--- src/rtl/exception_ctrl_if.sv ---
// exception_ctrl_if: MEM/CSR <-> exception controller bundle
// master: the MEM stage / CSR file side, which drives the instruction, pause and CSR inputs.
// slave:  exception_ctrl, which drives pause/flush, redirect and CSR update outputs.
// mem_ctrl_i layout: {is_exception[5:0], exception_cause[5:0][6:0], pc, exception_addr, is_ertn, pause_mem, aluop[7:0]}
// ctrl_o layout: {pause[6:0] {wb,mem,ex,dispatch,id,if,pc}, exception_flush}; ctrl_pc_o: {exception_new_pc, is_interrupt}
interface exception_ctrl_if;
  logic         mem_valid;
  logic [121:0] mem_ctrl_i;
  logic [3:0]   pause_i;
  logic         int_pending;
  logic [31:0]  csr_eentry;
  logic [31:0]  csr_tlbrentry;
  logic [31:0]  csr_era;
  logic [7:0]   ctrl_o;
  logic [32:0]  ctrl_pc_o;
  logic         exc_we;
  logic [6:0]   exc_ecode;
  logic [31:0]  exc_era;
  logic         exc_badv_we;
  logic [31:0]  exc_badv;
  logic         ertn_o;
  logic         wdog_timeout;
  modport master (
    output mem_valid, mem_ctrl_i, pause_i, int_pending, csr_eentry, csr_tlbrentry, csr_era,
    input  ctrl_o, ctrl_pc_o, exc_we, exc_ecode, exc_era, exc_badv_we, exc_badv, ertn_o, wdog_timeout
  );
  modport slave (
    input  mem_valid, mem_ctrl_i, pause_i, int_pending, csr_eentry, csr_tlbrentry, csr_era,
    output ctrl_o, ctrl_pc_o, exc_we, exc_ecode, exc_era, exc_badv_we, exc_badv, ertn_o, wdog_timeout
  );
endinterface

--- src/rtl/exception_ctrl.sv ---
// exception_ctrl: commits exceptions/interrupts/ERTN from MEM, aggregates pauses, drives flush/redirect and CSR update pulses
// Ports:
//   clk  clock
//   rst  synchronous reset, active-low
//   bus  exception_ctrl_if.slave
//        in : mem_valid, mem_ctrl_i[121:0], pause_i {id,dispatch,ex,mem}, int_pending, csr_eentry, csr_tlbrentry, csr_era
//        out: ctrl_o {pause[6:0], exception_flush}, ctrl_pc_o {exception_new_pc, is_interrupt},
//             exc_we, exc_ecode, exc_era, exc_badv_we, exc_badv, ertn_o, wdog_timeout
// Optional feature: define PAUSE_WATCHDOG_EN to build the sticky consecutive-pause watchdog;
// without it wdog_timeout is tied to 0.
module exception_ctrl #(
  parameter int         RECOVER_CYCLES = 2,
  parameter logic [6:0] ECODE_TLBR     = 7'h3F,
  parameter logic [6:0] ECODE_ADEF     = 7'h08,
  parameter int         WDOG_LIMIT     = 1024
) (
  input logic             clk,
  input logic             rst,
  exception_ctrl_if.slave bus
);
  localparam logic [1:0] IDLE    = 2'd0;
  localparam logic [1:0] FLUSH   = 2'd1;
  localparam logic [1:0] RECOVER = 2'd2;
  logic [1:0]  state;
  logic [15:0] rec_cnt;
  logic        flush_q;
  logic [31:0] new_pc_q;
  logic        is_int_q;
  logic [5:0]  is_exc;
  logic [31:0] pc;
  logic [31:0] exc_addr;
  logic        is_ertn;
  logic        pause_mem_f;
  logic [6:0]  sel_cause;
  logic        any_exc;
  logic        irq;
  logic        commit;
  logic        badv_pc;
  logic        badv_addr;
  logic [6:0]  pause;
  logic        unused_aluop;
  assign is_exc       = bus.mem_ctrl_i[121:116];
  assign pc           = bus.mem_ctrl_i[73:42];
  assign exc_addr     = bus.mem_ctrl_i[41:10];
  assign is_ertn      = bus.mem_ctrl_i[9];
  assign pause_mem_f  = bus.mem_ctrl_i[8];
  assign unused_aluop = ^bus.mem_ctrl_i[7:0];
  assign any_exc      = |is_exc;
  assign irq          = bus.int_pending;
  // Ascending scan so the highest (earliest-stage) exception bit wins.
  always_comb begin
    sel_cause = '0;
    for (int i = 0; i < 6; i++)
      if (is_exc[i]) sel_cause = bus.mem_ctrl_i[74 + 7 * i +: 7];
  end
  assign badv_pc   = sel_cause == ECODE_ADEF;
  assign badv_addr = sel_cause inside {7'h01, 7'h02, 7'h03, 7'h04, 7'h07, 7'h09, ECODE_TLBR};
  // Either copy of the MEM pause (bundle field or pause_t) holds the instruction back.
  assign commit = state == IDLE && bus.mem_valid && !bus.pause_i[0] && !pause_mem_f && (any_exc || is_ertn || irq);
  assign pause = state == FLUSH ? 7'h00 :
                 bus.pause_i[0] ? 7'h3F :
                 bus.pause_i[1] ? 7'h1F :
                 bus.pause_i[2] ? 7'h0F :
                 bus.pause_i[3] ? 7'h07 : 7'h00;
  assign bus.ctrl_o    = {pause, flush_q};
  assign bus.ctrl_pc_o = {new_pc_q, is_int_q};
  always_ff @(posedge clk) begin
    if (!rst) begin
      state           <= IDLE;
      rec_cnt         <= '0;
      flush_q         <= 1'b0;
      new_pc_q        <= '0;
      is_int_q        <= 1'b0;
      bus.exc_we      <= 1'b0;
      bus.exc_ecode   <= '0;
      bus.exc_era     <= '0;
      bus.exc_badv_we <= 1'b0;
      bus.exc_badv    <= '0;
      bus.ertn_o      <= 1'b0;
    end else begin
      state   <= state == IDLE ? (commit ? FLUSH : IDLE) :
                 state == FLUSH ? RECOVER :
                 rec_cnt == 16'd0 ? IDLE : RECOVER;
      rec_cnt <= state == FLUSH ? 16'(RECOVER_CYCLES - 1) :
                 (state == RECOVER && rec_cnt != 16'd0) ? rec_cnt - 16'd1 : rec_cnt;
      flush_q         <= commit;
      bus.exc_we      <= commit && (irq || any_exc);
      bus.ertn_o      <= commit && !irq && !any_exc;
      bus.exc_badv_we <= commit && !irq && any_exc && (badv_pc || badv_addr);
      if (commit) begin
        new_pc_q <= irq ? bus.csr_eentry :
                    !any_exc ? bus.csr_era :
                    sel_cause == ECODE_TLBR ? bus.csr_tlbrentry : bus.csr_eentry;
        is_int_q <= irq;
        if (irq || any_exc) begin
          bus.exc_ecode <= irq ? 7'h00 : sel_cause;
          bus.exc_era   <= pc;
        end
        if (!irq && any_exc && (badv_pc || badv_addr)) bus.exc_badv <= badv_pc ? pc : exc_addr;
      end
    end
  end
`ifdef PAUSE_WATCHDOG_EN
  logic [15:0] wdog_cnt;
  always_ff @(posedge clk) begin
    if (!rst) begin
      wdog_cnt         <= '0;
      bus.wdog_timeout <= 1'b0;
    end else begin
      wdog_cnt <= ~|pause ? 16'd0 : &wdog_cnt ? wdog_cnt : wdog_cnt + 16'd1;
      if (|pause && 32'(wdog_cnt) + 32'd1 >= 32'(WDOG_LIMIT)) bus.wdog_timeout <= 1'b1;
    end
  end
`else
  logic unused_wdog;
  assign unused_wdog      = WDOG_LIMIT == 0;
  assign bus.wdog_timeout = 1'b0;
`endif
endmodule

--- src/flat_wrapper.sv ---
// flat-port wrapper written by rule: the top's interface ports become plain ports
module exception_ctrl_flat 
#(
  parameter int         RECOVER_CYCLES = 2,
  parameter logic [6:0] ECODE_TLBR     = 7'h3F,
  parameter logic [6:0] ECODE_ADEF     = 7'h08,
  parameter int         WDOG_LIMIT     = 1024
)
  (clk, rst, bus_mem_valid, bus_mem_ctrl_i, bus_pause_i, bus_int_pending, bus_csr_eentry, bus_csr_tlbrentry, bus_csr_era, bus_ctrl_o, bus_ctrl_pc_o, bus_exc_we, bus_exc_ecode, bus_exc_era, bus_exc_badv_we, bus_exc_badv, bus_ertn_o, bus_wdog_timeout);
  exception_ctrl_if bus_i ();
  input logic clk;
  input logic rst;
  input wire logic [$bits(bus_i.mem_valid)-1:0] bus_mem_valid;
  input wire logic [$bits(bus_i.mem_ctrl_i)-1:0] bus_mem_ctrl_i;
  input wire logic [$bits(bus_i.pause_i)-1:0] bus_pause_i;
  input wire logic [$bits(bus_i.int_pending)-1:0] bus_int_pending;
  input wire logic [$bits(bus_i.csr_eentry)-1:0] bus_csr_eentry;
  input wire logic [$bits(bus_i.csr_tlbrentry)-1:0] bus_csr_tlbrentry;
  input wire logic [$bits(bus_i.csr_era)-1:0] bus_csr_era;
  output wire logic [$bits(bus_i.ctrl_o)-1:0] bus_ctrl_o;
  output wire logic [$bits(bus_i.ctrl_pc_o)-1:0] bus_ctrl_pc_o;
  output wire logic [$bits(bus_i.exc_we)-1:0] bus_exc_we;
  output wire logic [$bits(bus_i.exc_ecode)-1:0] bus_exc_ecode;
  output wire logic [$bits(bus_i.exc_era)-1:0] bus_exc_era;
  output wire logic [$bits(bus_i.exc_badv_we)-1:0] bus_exc_badv_we;
  output wire logic [$bits(bus_i.exc_badv)-1:0] bus_exc_badv;
  output wire logic [$bits(bus_i.ertn_o)-1:0] bus_ertn_o;
  output wire logic [$bits(bus_i.wdog_timeout)-1:0] bus_wdog_timeout;
  assign bus_i.mem_valid = bus_mem_valid;
  assign bus_i.mem_ctrl_i = bus_mem_ctrl_i;
  assign bus_i.pause_i = bus_pause_i;
  assign bus_i.int_pending = bus_int_pending;
  assign bus_i.csr_eentry = bus_csr_eentry;
  assign bus_i.csr_tlbrentry = bus_csr_tlbrentry;
  assign bus_i.csr_era = bus_csr_era;
  assign bus_ctrl_o = bus_i.ctrl_o;
  assign bus_ctrl_pc_o = bus_i.ctrl_pc_o;
  assign bus_exc_we = bus_i.exc_we;
  assign bus_exc_ecode = bus_i.exc_ecode;
  assign bus_exc_era = bus_i.exc_era;
  assign bus_exc_badv_we = bus_i.exc_badv_we;
  assign bus_exc_badv = bus_i.exc_badv;
  assign bus_ertn_o = bus_i.ertn_o;
  assign bus_wdog_timeout = bus_i.wdog_timeout;
  exception_ctrl #(.RECOVER_CYCLES(RECOVER_CYCLES), .ECODE_TLBR(ECODE_TLBR), .ECODE_ADEF(ECODE_ADEF), .WDOG_LIMIT(WDOG_LIMIT)) u_core (.clk(clk), .rst(rst), .bus(bus_i));
endmodule
--- config.mk ---
export PLATFORM = sky130hd
export DESIGN_NAME = exception_ctrl_flat
export DESIGN_NICKNAME = d
export VERILOG_FILES = /design/src/rtl/exception_ctrl_if.sv /design/src/rtl/exception_ctrl.sv /design/src/flat_wrapper.sv
export SDC_FILE = /design/constraint.sdc
export NUM_CORES = 1
export LEC_CHECK = 0
export CORE_AREA = 2 2 134 136
export DETAILED_ROUTE_END_ITERATION = 12
export DIE_AREA = 0 0 136 138
export PLACE_DENSITY_LB_ADDON = 0.3
export REMOVE_ABC_BUFFERS = 1
export SYNTH_ARGS = -nofsm -noshare
export SYNTH_HDL_FRONTEND = slang
export SYNTH_SLANG_ARGS = --single-unit
export TNS_END_PERCENT = 1
--- constraint.sdc ---
create_clock -name clk -period 4.7 [get_ports clk]
set_input_delay 1.41 -clock clk [delete_from_list [all_inputs] [get_ports clk]]
set_output_delay 1.41 -clock clk [all_outputs]
set_load 0.02 [all_outputs]
==> impl_summary.txt, run 1 <==
----------------------------------------------------
[Yosys]
  Number of unique standard cell types used by synthesis ... 49
  Cell types with the largest area share after synthesis ... sky130_fd_sc_hd__dfxtp_1 (39%), sky130_fd_sc_hd__a221oi_2 (7.7%), sky130_fd_sc_hd__mux2_4 (7.0%)
  Syn. warnings ... 0
  Post-synthesis sequential element count ... 126
  Library cell with the largest summed area after synthesis ... sky130_fd_sc_hd__dfxtp_1
  Post-Syn Instances ... 713
  Fraction of synthesized cell area taken by the top area cell type ... 0.390
  Area of the mapped netlist ... 6460 sq um
  Primary flip-flop cell chosen by synthesis mapping ... sky130_fd_sc_hd__dfxtp_1
  Portion of the post-synthesis area used by sequential elements ... 0.390
  Post-synth EDFFs ... 0
  Mapped Avg Cell Area ... 9.06 sq um
  Post-synth ARST share ... 0

[Global routing]
  Via count of the first global-routing pass ... 6393
  Total global-route track usage ... 0.226
  Number of antenna violations at the first check in global routing ... 1
  Pin count of the biggest net entering global routing ... 41
  Global-route congestion overflow total ... 0
  First-pass GRT wire length ... 33700 microns

[Clock network]
  Clock H-tree levels ... 4
  Postcts setup bufs ... 0
  CTS Root Cell ... sky130_fd_sc_hd__clkbuf_16
  Count of hold-fix buffers inserted at cts ... 0
  Clk Latency, worst-skew pair ... 410 ps
  Post-cts repair resize count ... 0
  Total clock sinks ... 126
  Max clock buf depth ... 2
  TritonCTS Buffers ... 17
  Clock tree from TritonCTS ... built
  Clock-pin slew of the registers on the worst-case setup and hold paths ... 60 ps

[STA]
  Post-route clock period utilization ... 0.930
  Count of final max-slew check failures ... 0
  Unrepaired setup endpoints after global routing ... no
  Worst Hold Margin ... 454 ps
  Post-Route Setup TNS ... 0 ps
  Final Skew ... 5.26 ps
  Minimum period implied by the final worst setup slack ... 4370 ps
  Max-Slew Margin vs Limit ... 0.507
  Highest clock rate ... 229 MHz
  Transition at the pin with the smallest max-transition slack ... 733 ps
  Number of setup violations in the final report ... 0
  Endpoints failing hold ... 0

[Setup path]
  Largest stage delay on the critical path ... 540 ps
  Critical path buffer and inverter count ... 2
  Ordered list of cells on the worst path ... clkdlybuf4s50_1 > o21a_1 > a21o_1 > a21o_1 > clkdlybuf4s50_1
  Kind of capture point of the worst setup path ... output pin
  Cell with the largest stage delay on the worst path ... sky130_fd_sc_hd__clkdlybuf4s50_1
  Worst Path Class, Setup ... in -> out
  Crit Path Max Fanout ... 4
  Crit-path leading delay family ... buffers and inverters
  Required time reported for the critical path endpoint ... 3290 ps
  Startpoint class of the critical path ... primary input
  Worst path arrival time ... 2960 ps

[Die]
  DIE WIDTH ... 136 microns
  Top-Level Pins ... 342
  Effective utilization at floorplan ... 0.368
  Die Footprint ... 18800 sq um
  Number of placement rows ... 49
  Placeable core region ... 17500 sq um
  Die height ... 138 microns

[Power and ir drop]
  Relative contribution of sequential cells to total power ... 0.368
  Power, Total ... 3.02 mW
  Power per unit of standard cell area ... 283 nW/um^2
  Switching power total ... 0.753 mW
  Leakage ... 4.06 nW
  Switching Share ... 0.250
  Max rail drop VDD ... 0.233 mV
  Internal power of the cells ... 2.26 mW
  Combinational share of power ... 0.176
  Clock network power share ... 0.455

[Drt]
  Post-DR vias/cell ... 5.19
  Number of DRC markers in iteration 0 ... 252
  WL/cell ... 17.0 microns
  Final wirelength ... 21600 microns
  # DRC ... 0
  Remaining antenna violation count after routing ... 0
  Count of TritonRoute iterations in the first routing pass ... 5
  Vias after detailed routing ... 6596

[Final layout]
  Layout cell share with drive strength beyond 1 ... 0.135
  Synth-to-layout area growth ... 65.2%
  Filler cell count ... 1544
  Most frequent standard cell in the layout excluding fill and tap cells ... sky130_fd_sc_hd__clkdlybuf4s50_1
  Area of the multi-input gates ... 3590 sq um
  Final instance count without filler cells ... 1271
  Sequential standard cell area ... 2520 sq um
  Most frequent cells in the layout ... sky130_fd_sc_hd__clkdlybuf4s50_1 (331), sky130_fd_sc_hd__dfxtp_1 (126), sky130_fd_sc_hd__nor2_1 (92)
  Nets@finish ... 1255

[Placement]
  Number of cells after detailed placement ... 1238
  Routability-driven placement congestion ratio ... 0.842
  Port Buffers ... 331
  Sum of net half-perimeters after detailed placement ... 15900 microns

[Run]
  Number of max-capacitance violations reported ... 0

[Worst hold path]
  Worst min-delay path category ... reg -> reg

[Outcome]
  Status ... finished, final reports clean

----------------------------------------------------
==> power groups by stage <==
| stage | sequential, mW | combinational [mW] | clock, mW |
|---|---|---|---|
| 5_1_grt | 1.11 | 0.570 | 1.45 |
| 3_3_place_gp | 1.13 | 0.528 | 0 |
| 3_5_place_dp | 1.13 | 0.532 | 0 |
| 6_report | 1.11 | 0.532 | 1.37 |
| 4_1_cts | 1.11 | 0.535 | 1.40 |
| 2_1_floorplan | 1.16 | 0.182 | 0 |
==> final timing paths <==
| path | depth (start not counted) | slack [ps] | start | to |
|---|---|---|---|---|
| worst max register to register | 8 | 2130 | u_core.rec_cnt[6] | u_core.rec_cnt[4] |
| worst min-delay path | 2 | 450 | u_core.bus.exc_era[28] | u_core.bus.exc_era[28] |
| worst min register to register | 2 | 450 | u_core.bus.exc_era[28] | u_core.bus.exc_era[28] |
| worst max-delay path | 5 | 330 | bus_pause_i[0] | bus_ctrl_o[3] |
==> registers in the layout, indices dropped and copies added, names as in the netlist <==
register and cells:
u_core.bus.ertn_o 1, u_core.bus.exc_badv 32, u_core.bus.exc_badv_we 1, u_core.bus.exc_ecode 7, u_core.bus.exc_era 32, u_core.bus.exc_we 1
u_core.flush_q 1, u_core.is_int_q 1, u_core.new_pc_q 32, u_core.rec_cnt 16, u_core.state 2
==> area by class of cell <==
cell class              count  share of cell area
multi-input cells         513               0.336
diodes                      1            0.000234
clock buffers              18              0.0411
clock inverters            14              0.0171
flip-flops and latches    126               0.236
inverters                   8             0.00293
well taps                 229              0.0268
repair buffers            362               0.339
==> metrics by stage <==
stage / cell area, sq um / util / worst slack (ps)
floorplan: 6110 / - / -1440
global placement: 10100 / 0.573 / 101
detailed placement: 10100 / 0.573 / 47.3
CTS: 10700 / 0.609 / 325
global route: 10700 / 0.609 / 259
finish: 10700 / 0.609 / 330
==> synthesized netlist by cell type (5+ instances only) <==
cell type	number
sky130_fd_sc_hd__dfxtp_1	126
sky130_fd_sc_hd__nor2_1	94
sky130_fd_sc_hd__nand2_1	76
sky130_fd_sc_hd__a21oi_1	73
sky130_fd_sc_hd__a22oi_1	41
sky130_fd_sc_hd__clkbuf_1	41
sky130_fd_sc_hd__a211oi_1	33
sky130_fd_sc_hd__a221oi_2	33
sky130_fd_sc_hd__mux2i_1	32
sky130_fd_sc_hd__mux2_4	30
sky130_fd_sc_hd__buf_2	11
sky130_fd_sc_hd__buf_6	8
sky130_fd_sc_hd__nor3_1	8
sky130_fd_sc_hd__xnor2_1	8
sky130_fd_sc_hd__buf_4	7
sky130_fd_sc_hd__inv_1	7
sky130_fd_sc_hd__nand2b_1	7
sky130_fd_sc_hd__o22ai_1	7
sky130_fd_sc_hd__a221oi_1	6
sky130_fd_sc_hd__nor4_1	5
sky130_fd_sc_hd__o31ai_1	5
sky130_fd_sc_hd__or3_1	5
sky130_fd_sc_hd__xor2_1	5
==> tightest hold or removal path, stage by stage (launching register included) <==
cell	delay [ps]
sky130_fd_sc_hd__dfxtp_1	300
sky130_fd_sc_hd__nand2_1	50
sky130_fd_sc_hd__a21oi_1	50
==> logic make-up after synthesis <==
family	after synthesis	share of synthesized area
AND/OR/NAND/NOR	215	0.143
AO/OA/AOI/OAI	216	0.262
adder cells (fa/ha/maj)	1	0.00194
flip-flops	126	0.390
XOR/XNOR	13	0.0176
buffers and inverters	75	0.0591
multiplexers	66	0.126
other	1	0.000580
==> layer usage <==
layer,GRT usage,part of all wire,vias up
li1,-,-,3241
met1,0.255,0.39,3050
met2,0.390,0.49,273
met3,0.0774,0.095,32
met4,0.0822,0.021,0
met5,0,0,-
(Power assumes the default switching activity.)
==> run 2, diff against run 1 <==
Settings changed: CORE_AREA 2 2 134 136 to unset, CORE_UTILIZATION set to 36, DIE_AREA 0 0 136 138 to unset.
Clock period 4.7 ns to 3.7 ns, I/O delays scaled along.
==> run 2 against run 1 <==
Against the previous run:
- critical endpoint is now u_core.new_pc_q[8]
- worst setup slack got worse by 250 ps
- non-clock buffer count rose by 31
- sequential cell count did not move
- via count rose by 2.3%
- critical path type is now in -> reg
==> impl_summary.txt, run 2 (same netlist as run 1, synthesis figures left out) <==
----------------------------------------------------
[STA]
  Number of setup violations in the final report ... 0 (unchanged)
  Final Skew ... 6.99 ps (was 5.26 ps)
  Max-Slew Margin vs Limit ... 0.244 (was 0.507)
  Transition at the pin with the smallest max-transition slack ... 1130 ps (was 733 ps)
  Minimum period implied by the final worst setup slack ... 3620 ps
  Highest clock rate ... 276 MHz
  Worst Hold Margin ... 451 ps (was 454 ps)
  Unrepaired setup endpoints after global routing ... yes (was no)
  Post-route clock period utilization ... 0.978
  Endpoints failing hold ... 0 (unchanged)
  Count of final max-slew check failures ... 0 (unchanged)

[Setup path]
  Kind of capture point of the worst setup path ... register (was output pin)
  Levels on crit path ... 10 (was 5)
  Ordered list of cells on the worst path ... clkdlybuf4s50_1 > nor2b_4 > a221oi_2 > or3_1 > a22o_1 > or4_4 > buf_12 > mux2_4 > a221oi_2 > nor2_1 (was clkdlybuf4s50_1 > o21a_1 > a21o_1 > a21o_1 > clkdlybuf4s50_1)
  Crit Path Max Fanout ... 32 (was 4)
  Worst path arrival time ... 3910 ps (was 2960 ps)
  Crit-path leading delay family ... simple AND/OR/NAND/NOR gates (was buffers and inverters)
  Required time reported for the critical path endpoint ... 3990 ps (was 3290 ps)
  Depth of the worst register-to-register path ... 8 (unchanged)
  Largest stage delay on the critical path ... 520 ps (was 540 ps)
  Cell with the largest stage delay on the worst path ... sky130_fd_sc_hd__or4_4 (was sky130_fd_sc_hd__clkdlybuf4s50_1)
  Startpoint class of the critical path ... primary input (unchanged)
  Worst Path Class, Setup ... in -> reg (was in -> out)
  Critical path buffer and inverter count ... 2 (unchanged)
  Cell seen most often among critical-path stages ... sky130_fd_sc_hd__a221oi_2

[Die]
  Placeable core region ... 17400 sq um (was 17500 sq um)
  Effective utilization at floorplan ... 0.371 (was 0.368)
  DIE WIDTH ... 136 microns (about the same)
  Top-Level Pins ... 342 (unchanged)
  Die height ... 136 microns (was 138 microns)
  Die Footprint ... 18500 sq um (was 18800 sq um)
  Number of placement rows ... 48 (was 49)

[Drt]
  Final wirelength ... 22200 microns (was 21600 microns)
  Number of DRC markers in iteration 0 ... 213 (was 252)
  Vias after detailed routing ... 6746 (was 6596)
  # DRC ... 0 (unchanged)
  Post-DR vias/cell ... 5.20 (was 5.19)
  Remaining antenna violation count after routing ... 0 (unchanged)
  Count of TritonRoute iterations in the first routing pass ... 4 (was 5)
  WL/cell ... 17.1 microns (was 17.0 microns)

[Final layout]
  Most frequent standard cell in the layout excluding fill and tap cells ... sky130_fd_sc_hd__clkdlybuf4s50_1 (unchanged)
  Finished layout cell area ... 11000 sq um (was 10700 sq um)
  Area of the multi-input gates ... 3630 sq um (was 3590 sq um)
  Most frequent cells in the layout ... sky130_fd_sc_hd__clkdlybuf4s50_1 (327), sky130_fd_sc_hd__dfxtp_1 (126), sky130_fd_sc_hd__nor2_1 (92) (was sky130_fd_sc_hd__clkdlybuf4s50_1 (331), sky130_fd_sc_hd__dfxtp_1 (126), sky130_fd_sc_hd__nor2_1 (92))
  Nets@finish ... 1286 (was 1255)
  Final instance count without filler cells ... 1298 (was 1271)
  Synth-to-layout area growth ... 71.0% (was 65.2%)
  Leading registers by flop count ... u_core.bus.exc_badv x32, u_core.bus.exc_era x32, u_core.new_pc_q x32 (unchanged)
  Filler cell count ... 1448 (was 1544)
  Layout cell share with drive strength beyond 1 ... 0.168 (was 0.135)
  Sequential standard cell area ... 2520 sq um (unchanged)

[Clock network]
  TritonCTS Buffers ... 17 (unchanged)
  Clock-pin slew of the registers on the worst-case setup and hold paths ... 60 ps (about the same)
  Clock tree from TritonCTS ... built (unchanged)
  Total clock sinks ... 126 (unchanged)
  Max clock buf depth ... 2 (unchanged)
  CTS Root Cell ... sky130_fd_sc_hd__clkbuf_16 (unchanged)
  Postcts setup bufs ... 0 (unchanged)
  Clk Latency, worst-skew pair ... 410 ps (about the same)
  Clock H-tree levels ... 4 (unchanged)

[Global routing]
  Number of antenna violations at the first check in global routing ... 1 (unchanged)
  Via count of the first global-routing pass ... 6558 (was 6393)
  Total global-route track usage ... 0.235 (was 0.226)
  Global-route congestion overflow total ... 0 (unchanged)
  Pin count of the biggest net entering global routing ... 44 (was 41)
  First-pass GRT wire length ... 33700 microns (about the same)

[Power and ir drop]
  Power per unit of standard cell area ... 351 nW/um^2 (was 283 nW/um^2)
  Max rail drop VDD ... 0.318 mV (was 0.233 mV)
  Leakage ... 4.24 nW (was 4.06 nW)

[Run]
  Number of max-capacitance violations reported ... 0 (unchanged)

[Placement]
  Number of cells after detailed placement ... 1264 (was 1238)
  Port Buffers ... 331 (unchanged)
  Post-placement cell area ... 10400 sq um (was 10100 sq um)
  Routability-driven placement congestion ratio ... 0.859 (was 0.842)
  Sum of net half-perimeters after detailed placement ... 16300 microns (was 15900 microns)

[Worst hold path]
  Worst min-delay path category ... reg -> reg (unchanged)
  Depth of the worst hold-timing path ... 2 (unchanged)

[Outcome]
  Status ... finished, final reports clean (unchanged)

----------------------------------------------------
## run 2: cell count changes in the layout (fill, tap and decap cells not counted), moves of 2 or more
cell,previous run,this run
sky130_fd_sc_hd__clkdlybuf4s50_1,331,327
sky130_fd_sc_hd__dlygate4sd2_1,0,4
sky130_fd_sc_hd__a211oi_2,0,2
sky130_fd_sc_hd__buf_12,6,13
sky130_fd_sc_hd__or4_4,0,2
sky130_fd_sc_hd__buf_4,25,48
sky130_fd_sc_hd__or4_2,2,0
sky130_fd_sc_hd__o31ai_1,5,3
sky130_fd_sc_hd__a211oi_1,33,31
sky130_fd_sc_hd__o31ai_2,0,2
## run 2: path summary, 6_finish.rpt
| check | start | endpoint | slack (ps) |
|---|---|---|---|
| max | bus_mem_ctrl_i[116] | u_core.new_pc_q[8] | 80 |
| min | u_core.bus.exc_era[15] | u_core.bus.exc_era[15] | 450 |
| max reg2reg | u_core.rec_cnt[6] | u_core.rec_cnt[4] | 1070 |
| min reg2reg | u_core.bus.exc_era[15] | u_core.bus.exc_era[15] | 450 |
## run 2: worst reg2reg max path: stages, from the launching register on
cell,delay (ps)
sky130_fd_sc_hd__dfxtp_1,350
sky130_fd_sc_hd__or4_1,610
sky130_fd_sc_hd__nor4_1,500
sky130_fd_sc_hd__a41oi_1,320
sky130_fd_sc_hd__and2_1,280
sky130_fd_sc_hd__nand2_1,110
sky130_fd_sc_hd__or3_1,120
sky130_fd_sc_hd__xor2_1,150
sky130_fd_sc_hd__nor2_1,50
## run 2: power by group
part / leakage, nW / total, mW / internal, mW / switching [mW]
clock network: 0.299 / 1.75 / 1.09 / 0.658
registers: 1.02 / 1.41 / 1.39 / 0.0211
logic: 2.92 / 0.713 / 0.421 / 0.292
## run 2: final cells by class
cell class / count / area share
tap: 225 / 0.0255
multi-input combinational: 513 / 0.329
clock buffer: 18 / 0.0398
timing repair buffer: 393 / 0.358
inverter: 8 / 0.00283
clock inverter: 14 / 0.0165
antenna: 1 / 0.000227
sequential: 126 / 0.228
## run 2: what timing repair did
| action | CTS | global route |
|---|---|---|
| cloned | 0 | 1 |
| pin swaps | 2 | 0 |
| hold endpoints to repair | 0 | 0 |
| gates resized for setup | 9 | 5 |
| endpoints found under the setup margin | 67 | 41 |
| hold buffers | 0 | 0 |
## run 2: metal layers
| layer | vias to the layer above | global-route usage | wire length, microns |
|---|---|---|---|
| li1 | 3311 | - | - |
| met1 | 3148 | 0.263 | 8930 |
| met2 | 257 | 0.414 | 10900 |
| met3 | 30 | 0.0738 | 1900 |
| met4 | 0 | 0.0858 | 459 |
| met5 | - | 0 | 0 |
## run 2: metrics by stage
stage	setup TNS (ps)	setup slack (ps)	util	power (mW)
floorplan	-135910	-2140	-	1.71
global placement	-29060	-504	0.595	2.14
detailed placement	-31910	-545	0.595	2.15
CTS	0	1.88	0.631	3.91
global route	-21.4	-11.2	0.634	4.02
finish	0	82.4	0.634	3.87
